**config.mk**
```make
export PLATFORM = sky130hd
export DESIGN_NAME = dac7611_serial_rx
export DESIGN_NICKNAME = d
export VERILOG_FILES = /design/src/rtl/dac7611_pkg.sv /design/src/rtl/dac7611_serial_rx_sync.sv /design/src/rtl/dac7611_serial_rx.sv
export SDC_FILE = /design/constraint.sdc
export NUM_CORES = 1
export LEC_CHECK = 0
export CELL_PAD_IN_SITES_DETAIL_PLACEMENT = 1
export CELL_PAD_IN_SITES_GLOBAL_PLACEMENT = 2
export CORE_ASPECT_RATIO = 2
export CORE_MARGIN = 10
export CORE_UTILIZATION = 34
export DETAILED_ROUTE_END_ITERATION = 8
export GPL_TIMING_DRIVEN = 1
export PLACE_DENSITY_LB_ADDON = 0.1
export SETUP_SLACK_MARGIN = 0.2
export SLEW_MARGIN = 20
export SYNTH_ARGS = -nofsm -noshare
export SYNTH_HDL_FRONTEND = slang
export SYNTH_SLANG_ARGS = --single-unit
export TNS_END_PERCENT = 100
```
**constraint.sdc**
```tcl
create_clock -name clk -period 2.41 [get_ports clk]
set_input_delay 0.241 -clock clk [delete_from_list [all_inputs] [get_ports clk]]
set_output_delay 0.241 -clock clk [all_outputs]
set_load 0.02 [all_outputs]
```
**src/rtl/dac7611_pkg.sv**
```systemverilog
// Shared definitions for the DAC7611 serial receiver.
//  - DATA_W_DEF   : default frame width (bits per DAC code)
//  - IDX_*        : bit positions inside the 4-bit serial bundle {CLK,SDI,LD,CLR}
//  - IDLE_BUNDLE  : bundle value of a quiet link (CLK high, LD/CLR released)
//  - state_t      : receiver FSM encoding
//  - cnt_sat_inc  : bit counter increment that saturates at its maximum
package dac7611_pkg;

  localparam int DATA_W_DEF = 12;
  localparam int CNT_W      = 5;

  localparam int IDX_CLK = 3;
  localparam int IDX_SDI = 2;
  localparam int IDX_LD  = 1;
  localparam int IDX_CLR = 0;

  localparam logic [3:0] IDLE_BUNDLE = 4'b1011;

  typedef enum logic [1:0] {
    S_IDLE  = 2'd0,
    S_SHIFT = 2'd1,
    S_LOAD  = 2'd2,
    S_CLEAR = 2'd3
  } state_t;

  function automatic logic [CNT_W-1:0] cnt_sat_inc(input logic [CNT_W-1:0] c);
    return (c == {CNT_W{1'b1}}) ? c : c + 1'b1;
  endfunction

endpackage

```
**src/rtl/dac7611_serial_rx_sync.sv**
```systemverilog
// Synchroniser plus edge detector for one line of the serial bundle.
// Ports:
//  clk, reset : fabric clock, synchronous active-high reset
//  din        : asynchronous input line
//  level      : synchronised line value
//  rise, fall : single-cycle edge events derived from the synchronised value
// The chain and the edge flop reset to RESET_VAL so a quiet link produces
// no spurious edge when reset is released.
module dac_sig_sync #(
  parameter int   SYNC_STAGES = 2,
  parameter logic RESET_VAL   = 1'b0
) (
  input  logic clk,
  input  logic reset,
  input  logic din,
  output logic level,
  output logic rise,
  output logic fall
);

  logic [SYNC_STAGES-1:0] sync_reg;
  logic                   prev_reg;

  always_ff @(posedge clk) begin
    if (reset) begin
      sync_reg <= {SYNC_STAGES{RESET_VAL}};
      prev_reg <= RESET_VAL;
    end else begin
      sync_reg <= {sync_reg[SYNC_STAGES-2:0], din};
      prev_reg <= sync_reg[SYNC_STAGES-1];
    end
  end

  assign level = sync_reg[SYNC_STAGES-1];
  assign rise  = level & ~prev_reg;
  assign fall  = ~level & prev_reg;

endmodule

```
**src/rtl/dac7611_serial_rx.sv**
```systemverilog
// Receiving end of the DAC7611 3-wire serial link, oversampled on clk.
// Rebuilds the code a DAC7611 would latch and flags badly framed loads.
// Ports:
//  clk, reset      : fabric clock (>= 4x serial CLK), synchronous active-high reset
//  dac_signals_15  : {CLK,SDI,LD,CLR}, asynchronous, LD and CLR active low
//  dac_code        : last latched code
//  code_valid      : 1-cycle pulse when dac_code is updated by a load
//  frame_err       : 1-cycle pulse when a load saw a bit count other than DATA_W
//  clr_seen        : CLR currently asserted (synchronised)
//  bit_cnt         : bits shifted since the last load/clear, saturating at 31
module dac7611_serial_rx
  import dac7611_pkg::*;
#(
  parameter int DATA_W      = DATA_W_DEF,
  parameter int SYNC_STAGES = 2
) (
  input  logic              clk,
  input  logic              reset,
  input  logic [3:0]        dac_signals_15,
  output logic [DATA_W-1:0] dac_code,
  output logic              code_valid,
  output logic              frame_err,
  output logic              clr_seen,
  output logic [CNT_W-1:0]  bit_cnt
);

  localparam logic [CNT_W-1:0] CNT_FULL = CNT_W'(DATA_W);

  logic [3:0] lvl, rise, fall;

  genvar gi;
  generate
    for (gi = 0; gi < 4; gi++) begin : g_line
      dac_sig_sync #(
        .SYNC_STAGES (SYNC_STAGES),
        .RESET_VAL   (IDLE_BUNDLE[gi])
      ) u_sync (
        .clk   (clk),
        .reset (reset),
        .din   (dac_signals_15[gi]),
        .level (lvl[gi]),
        .rise  (rise[gi]),
        .fall  (fall[gi])
      );
    end
  endgenerate

  logic clk_rise, sdi_s, ld_fall, ld_rise, clr_n;
  assign clk_rise = rise[IDX_CLK];
  assign sdi_s    = lvl[IDX_SDI];
  assign ld_fall  = fall[IDX_LD];
  assign ld_rise  = rise[IDX_LD];
  assign clr_n    = lvl[IDX_CLR];

  // Edge/level outputs of the generic line block that the receiver never needs.
  logic unused_events;
  assign unused_events = ^{lvl[IDX_CLK], lvl[IDX_LD], fall[IDX_CLK], rise[IDX_SDI],
                           fall[IDX_SDI], rise[IDX_CLR], fall[IDX_CLR]};

  state_t             state_reg, state_next;
  logic [DATA_W-1:0]  shreg_reg, shreg_next;
  logic [CNT_W-1:0]   bit_cnt_reg, cnt_next;
  logic [DATA_W-1:0]  dac_code_reg, code_next;
  logic               code_valid_reg, valid_next;
  logic               frame_err_reg, err_next;
  logic               clr_seen_reg, clr_next;
  logic               load_req;
  logic [DATA_W-1:0]  shift_word;

  assign shift_word = {shreg_reg[DATA_W-2:0], sdi_s};

  always_comb begin
    state_next = state_reg;
    shreg_next = shreg_reg;
    cnt_next   = bit_cnt_reg;
    code_next  = dac_code_reg;
    valid_next = 1'b0;
    err_next   = 1'b0;
    clr_next   = 1'b0;
    load_req   = 1'b0;

    if (!clr_n) begin
      // CLR overrides everything, including a pending load or partial frame.
      state_next = S_CLEAR;
      shreg_next = '0;
      cnt_next   = '0;
      code_next  = '0;
      clr_next   = 1'b1;
    end else begin
      case (state_reg)
        S_IDLE: begin
          if (ld_fall) begin
            load_req = 1'b1;
          end else if (clk_rise) begin
            shreg_next = shift_word;
            cnt_next   = CNT_W'(1);
            state_next = S_SHIFT;
          end
        end
        S_SHIFT: begin
          if (clk_rise) begin
            shreg_next = shift_word;
            cnt_next   = cnt_sat_inc(bit_cnt_reg);
          end
          if (ld_fall) load_req = 1'b1;
        end
        S_LOAD: begin
          if (ld_rise) state_next = S_IDLE;
        end
        S_CLEAR: begin
          state_next = S_IDLE;
        end
        default: begin
          state_next = S_IDLE;
        end
      endcase

      // The load looks at the post-shift word and count, so a final CLK
      // rise arriving together with LD is part of the frame.
      if (load_req) begin
        if (cnt_next >= CNT_FULL) begin
          code_next  = shreg_next;
          valid_next = 1'b1;
        end
        if (cnt_next != CNT_FULL) err_next = 1'b1;
        cnt_next   = '0;
        state_next = S_LOAD;
      end
    end
  end

  always_ff @(posedge clk) begin
    if (reset) begin
      state_reg      <= S_IDLE;
      shreg_reg      <= '0;
      bit_cnt_reg    <= '0;
      dac_code_reg   <= '0;
      code_valid_reg <= 1'b0;
      frame_err_reg  <= 1'b0;
      clr_seen_reg   <= 1'b0;
    end else begin
      state_reg      <= state_next;
      shreg_reg      <= shreg_next;
      bit_cnt_reg    <= cnt_next;
      dac_code_reg   <= code_next;
      code_valid_reg <= valid_next;
      frame_err_reg  <= err_next;
      clr_seen_reg   <= clr_next;
    end
  end

  assign dac_code   = dac_code_reg;
  assign code_valid = code_valid_reg;
  assign frame_err  = frame_err_reg;
  assign clr_seen   = clr_seen_reg;
  assign bit_cnt    = bit_cnt_reg;

endmodule
```
==> metrics <==
outcome finished clean; CP cell instances inv_1 > ha_1 > inv_1 > nor4_2 > o211ai_1 > a32oi_2 > buf_6 > mux2_4; die width just over 70 um; synthesized flop and latch total 44; Crit Path Max Fanout 8; Die Height between 100 and 150 um; Initial Utilization 34.9%; cell family contributing the most delay on the critical path buffers and inverters; Root Buffer clkbuf_8; Min-Delay Path Class flop to flop; wire per inst 17.2 um; DR iter-0 viols 64; Critical R2R Launch state_reg[0]; layout cells sized above 1 between 20% and 30%; Hold Fails Final Rpt 0; Crit-path slowest cell dfxtp_2; f_max about 480 MHz; Syn Inst Count 191; nets about 230; global-route wire length before repair just under 8000 um; Syn. warnings 0; Post-Syn Area roughly 0.0019 mm2; Fin Hold WS between 0.4 and 0.5 ns; Syn Nets between 200 and 250; Setup Skew 0.00559 ns; leakage power approximately 0.9 nW; Critical Path AT 2.27 ns; Crit path buffers/inverters 3; vias around 1.5k; drt pass-1 iters 4; Crit Reg-Reg Endpoint dac_code[6]; crit path kind flop to flop; TNS Setup 0 ns; initial antenna violation count 0; worst-skew pair later-pin latency ~0.29 ns; number of remaining DRC errors 0; Clk pin slew, worst setup/hold paths approximately 0.080 ns; Hold Buf Count CTS 0; Max-slew headroom 70.1%; critical path startpoint state_reg[0]; Peak VDD IR 383 uV; Worst path most repeated cell inv_1; Port Buffers 25; r2r setup slk ~0.33 ns; stages on the worst setup path 8; R2R depth 8; Worst-Margin Slew around 0.45 ns; largest net degree at the start of global routing 28; global route overflow 0; vias per cell 5.25; Layout area overhead 23.9%; synth unique cells 42; max incr delay on CP 0.36 ns; total CTS buffers 5; Clock Path Buffers 2; fin. max-slew vios 0; Pwr Density ~640 mW/mm2; Seq/Total Area, Yosys between 40% and 50%; Post-DRT Antenna Nets 0; fin crit share 86.5%; Post-DP HPWL approximately 3700 um; Total GRT Usage between 10% and 20%; postcts setup bufs 0; WP data required between 2 and 3 ns; mean post-synth cell area 9.90 um2; FP Rows 38; fin crit period roughly 2.1 ns; H-Tree Depth 2; RSZ-0062 raised after global routing no; Final Wtd Congestion roughly 0.86; crit path to dac_code[6]; die area around 0.0091 mm2; n_diodes 0; Worst setup EP type flop; final setup vio count 0; crit start category flop; CTS tree yes; final wirelength slightly below 5000 um; core area roughly 0.0054 mm2; vias in the first global route between 1.5k and 2k; Clock Sinks 44; IO Count 26; max-cap viol count 0
synthesized netlist by cell type, drive strengths merged:
library cell,number,area (um2)
and3,1,6.26
mux2i,1,10.0
a32oi,1,16.3
o31ai,1,7.51
nand2b,3,18.8
a211oi,3,27.5
nor2b,6,37.5
clkbuf,2,7.51
nand4,1,6.26
and2b,1,7.51
a2111oi,1,8.76
dfxtp,44,881
buf,8,57.6
o22ai,13,81.3
mux2,12,169
o211ai,2,15.0
a41o,1,10.0
a31oi,2,12.5
a221oi,1,8.76
and2,14,87.6
nor4b,1,8.76
o21ai,7,35.0
ha,6,75.1
a311oi,1,8.76
or2,8,50.1
a21oi,7,35.0
nand4b,1,15.0
and4,1,8.76
nor2,9,33.8
nand2,20,75.1
o21bai,1,7.51
nor4,2,18.8
nor3,3,20.0
inv,6,22.5
layout make-up:
class | instances | area [um2]
Clock buffer | 5 | 68.8
Clock inverter | 1 | 30.0
Fill cell | 630 | 3080
Inverter | 6 | 22.5
Multi-Input combinational cell | 131 | 945
Sequential cell | 44 | 883
Tap cell | 60 | 75.1
Timing Repair Buffer | 33 | 318
power by group:
part	internal [mW]	leakage, nW	switching [mW]
Combinational	0.0808	0.514	0.118
Sequential	0.743	0.358	0.0156
Clock	0.298	0.0501	0.238
Total	1.12	0.922	0.372
worst reg2reg max path, delay by kind of cell (launching register included):
| family | cells | cell delay [ns] |
|---|---|---|
| multiplexers | 1 | 0.31 |
| AO/OA/AOI/OAI | 2 | 0.42 |
| adder cells (fa/ha/maj) | 1 | 0.19 |
| AND/OR/NAND/NOR | 1 | 0.27 |
| buffers and inverters | 3 | 0.43 |
| flip-flops | 1 | 0.36 |
routing by layer:
layer | track usage [%] | share of wire (%)
met1 | 9.78 | 36
met2 | 20.7 | 58
met3 | 2.85 | 3.2
met4 | 5.17 | 2.6
met5 | 0 | 0
stage by stage:
| stage | total power, mW | setup slack [ns] | instance area [um2] | cells | util, % |
|---|---|---|---|---|---|
| final | 1.49 | 0.325 | 2340 | 280 | 43.2 |
| after global routing | 1.56 | 0.204 | 2340 | 280 | 43.2 |
| after CTS | 1.50 | 0.224 | 2330 | 280 | 42.9 |
| after detailed placement | 0.961 | 0.103 | 2210 | 274 | 40.8 |
| after global placement | 0.950 | 0.232 | 2210 | 274 | 40.8 |
| after floorplan | 0.903 | 0.328 | 1890 | 191 | - |
cell usage in the layout (no fill, tap or decap), drive strengths merged:
cell / n
or2: 8
nand4b: 1
o211ai: 2
and2: 14
o22ai: 13
a211oi: 3
o31ai: 1
a41o: 1
nand2b: 3
a311oi: 1
a32oi: 1
nor2b: 6
nor3: 3
a31oi: 2
a221oi: 1
nand2: 20
a21oi: 7
dfxtp: 44
buf: 8
nand4: 1
and2b: 1
nor4b: 1
mux2i: 1
o21ai: 7
and4: 1
nor2: 9
a2111oi: 1
bufinv: 1
clkdlybuf4s50: 25
o21bai: 1
ha: 6
clkbuf: 5
inv: 6
mux2: 12
and3: 1
nor4: 2
cells by family (layout without fill, tap and decap cells):
group           after synthesis  in the layout  synth area share, %
buf+inv                      16             45                 4.63
flops                        44             44                 46.6
simple gates                 71             71                 20.8
compound gates               41             41                 14.5
fa+ha+maj                     6              6                 3.97
mux                          13             13                 9.46
how the worst min path moves through the flow:
| stage | slack, ns | cells after the start | from | end |
|---|---|---|---|---|
| 6_report | 0.42 | 1 | g_line[0].u_sync.sync_reg[0] | g_line[0].u_sync.sync_reg[1] |
| 5_1_grt | 0.43 | 1 | g_line[3].u_sync.sync_reg[0] | g_line[3].u_sync.sync_reg[1] |
| 4_1_cts | 0.42 | 1 | g_line[0].u_sync.sync_reg[0] | g_line[0].u_sync.sync_reg[1] |
| 3_5_place_dp | 0.40 | 1 | g_line[3].u_sync.sync_reg[0] | g_line[3].u_sync.sync_reg[1] |
| 3_3_place_gp | 0.39 | 1 | g_line[0].u_sync.sync_reg[0] | g_line[0].u_sync.sync_reg[1] |
| 2_1_floorplan | 0.31 | 1 | reset | g_line[2].u_sync.sync_reg[0] |
repair_timing:
action,CTS,global route
pin swaps,0,1
resized for setup,3,7
setup endpoints to repair,12,13
Note: power is estimated with default switching activity, not from simulation.
==> patch, RTL diff (same flow settings) <==
`CNT_W`: 5 -> 10.
--- a/src/rtl/dac7611_pkg.sv
+++ b/src/rtl/dac7611_pkg.sv
@@ -8,5 +8,5 @@
 
   localparam int DATA_W_DEF = 12;
-  localparam int CNT_W      = 5;
+  localparam int CNT_W      = 10;
 
   localparam int IDX_CLK = 3;
Interface: changed (resized bit_cnt); port bits go from 26 to 31. No check against the original RTL was run, so the function may have changed too.
==> patch against the unedited design <==
The run now ends with setup timing left. Power up 32%. Critical path depth up 3. Setup slack worse by 0.37 ns. Hold slack worse by 0.0050 ns. Sequential cell count up 5. Clock power up 40%. Cell area up 44%. Routed wire length up 40%. Non-clock buffer count up 51. Area after synthesis up 22%. Maximum frequency down 15%. Sequential power up 11%. Critical path type unchanged.
==> patch: results (changes against the unedited design) <==
- The logic depth of the worst register-to-register path is 11 (+3).
- The final weighted congestion of routability-driven global placement is 0.775 (-10%).
- The transition time at the pin with the least slew margin came to 0.783 ns (+0.335 ns).
- Ranking of synthesized cells by area: dfxtp_1, mux2_4, a22oi_1
- The net count of the finished layout came to 317 (+36%).
- Syn Inst Count: 226 (+18%)
- Switching part of the total: 0.275 (+0.0259)
* CTS buffer count: 5 (unchanged)
* Total Negative Setup Slacks: -0.438 ns (-0.438 ns)
* Number of H-tree levels: 2 (unchanged)
- Post-Route Hold Slack: 0.412 ns (-0.00496 ns)
* Peak supply drop: 0.468 mV (+22%)
- In this run the clock root is driven by a clkbuf_16.
* Post-detailed-placement cell area: 3020 sq um (+37%)
- The starting DRC count in detailed routing came to 80 (+25%).
- Sequential area share after synthesis: 0.425 (-0.0405)
- The layout cell share with drive strength beyond 1 is 0.399 (+0.199).
* Final worst slack: -0.0471 ns (-0.372 ns)
- Number of filler instances in the final layout: 769 (+22%)
* Highest-delay cell along the critical path: o41ai_4
* Port Buffer Count: 30 (+20%)
* Placed cell count: 378 (+38%)
- Per-cell via count in the routed design: 5.12 (-2.5%)
* Maximum number of pins on one net before global-route repair: 17 (-39%)
- The post-DP HPWL is 5240 um (+40%).
* Nets in the synthesized netlist: 238 (+17%)
- The wire length of the first global-routing pass came to 11200 um (+42%).
* Arrival time reported for the critical path endpoint: 2.64 ns (+0.37 ns)
- Worst hold path depth: 1 (unchanged)
* Highest cell delay on the worst timing path: 0.40 ns (+0.04 ns)
- The aggregate global-route resource usage came to 0.131 (+0.0230).
- By count the netlist is led by dfxtp_1, nor2_1, a22oi_1, and2_1.
* Total of endpoints with negative setup slack in the final report: 12 (+12)
* Count leader, synth: dfxtp_1
- The final clock skew came to 0.00845 ns (+0.00285 ns).
- Status: finished, violations left
- Number of distinct library cell variants in the gate-level netlist after synthesis: 53 (+26%)
* Clk Latency, worst-skew pair: 0.30 ns
* Biggest fanout along the worst timing path: 7 (-1)
- The number of global-route vias before repair is 2261 (+44%).
* Final standard cell count with taps included and fillers excluded: 394 (+41%)
- Failing checks: setup timing
- In this run the worst hold path is classified as reg -> reg.
- The leakage power of the design is 1.32 nW (+43%).
- Total wirelength of the detailed-routed design: 6700 um (+40%)
* Antenna diodes: 0 (unchanged)
## patch: changes by cell type after synthesis, sizes merged, moves of 4 or more
cell    before  now
nand3        0    5
a22oi        0   13
nand2       20    4
clkbuf       2    9
dfxtp       44   49
a41oi        0    4
o22ai       13    0
buf          8    3
nor2         9   23
## patch: kinds of logic after synthesis
kind of cell / Yosys count / synth area share
multiplexers: 12 / 0.0732
AO/OA/AOI/OAI: 58 / 0.209
adder cells (fa/ha/maj): 6 / 0.0326
AND/OR/NAND/NOR: 81 / 0.202
flip-flops: 49 / 0.425
buffers and inverters: 20 / 0.0570
## patch: final cells by class
cell class	count	area (sq um)	share of cell area
multi-input combinational	157	1340	0.399
inverter	8	32.5	0.00967
clock buffer	6	139	0.0413
timing repair buffer	84	721	0.214
tap	88	110	0.0327
sequential	49	1000	0.298
clock inverter	2	17.5	0.00521
## patch: power groups by stage
stage	Sequential, mW	Clock, mW	Combinational, mW
3_3_place_gp	0.854	0	0.330
6_report	0.841	0.748	0.381
3_5_place_dp	0.855	0	0.334
4_1_cts	0.836	0.772	0.365
5_1_grt	0.844	0.796	0.415
2_1_floorplan	0.855	0	0.204
## patch: path summary, 6_finish.rpt
kind | start | to
worst min-delay path | g_line[1].u_sync.sync_reg[0] | g_line[1].u_sync.sync_reg[1]
worst max register to register | state_reg[0] | dac_code[7]
worst max-delay path | state_reg[0] | dac_code[7]
worst min register to register | g_line[1].u_sync.sync_reg[0] | g_line[1].u_sync.sync_reg[1]
## patch: what timing repair did
| item | in CTS | in global routing |
|---|---|---|
| endpoints found under the hold margin | 0 | 0 |
| setup buffers | 5 | 3 |
| pin swaps | 7 | 0 |
| endpoints found under the setup margin | 13 | 13 |
| gates resized for setup | 18 | 9 |
| cloned | 0 | 0 |
## patch: through the flow
stage	setup slack (ns)	power, mW
floorplan	-0.0512	1.06
global placement	-0.0577	1.18
detailed placement	-0.115	1.19
CTS	-0.0289	1.97
global route	-0.123	2.06
finish	-0.0471	1.97
## patch: metal layers
| layer | vias to the layer above | global-route usage | share of wire |
|---|---|---|---|
| met5 | - | 0 | 0 |
| li1 | 980 | - | - |
| met1 | 987 | 0.111 | 0.34 |
| met3 | 14 | 0.0357 | 0.041 |
| met4 | 0 | 0.0651 | 0.033 |
| met2 | 37 | 0.264 | 0.58 |
## patch: worst max-delay path, delay by kind of cell, from the launching register on
family | cells | cell delay, ns
AOI/OAI and AO/OA | 4 | 0.78
adders and majority gates | 1 | 0.15
buffers and inverters | 4 | 0.51
DFF | 1 | 0.38
muxes | 1 | 0.30
and+or+nand+nor | 1 | 0.23
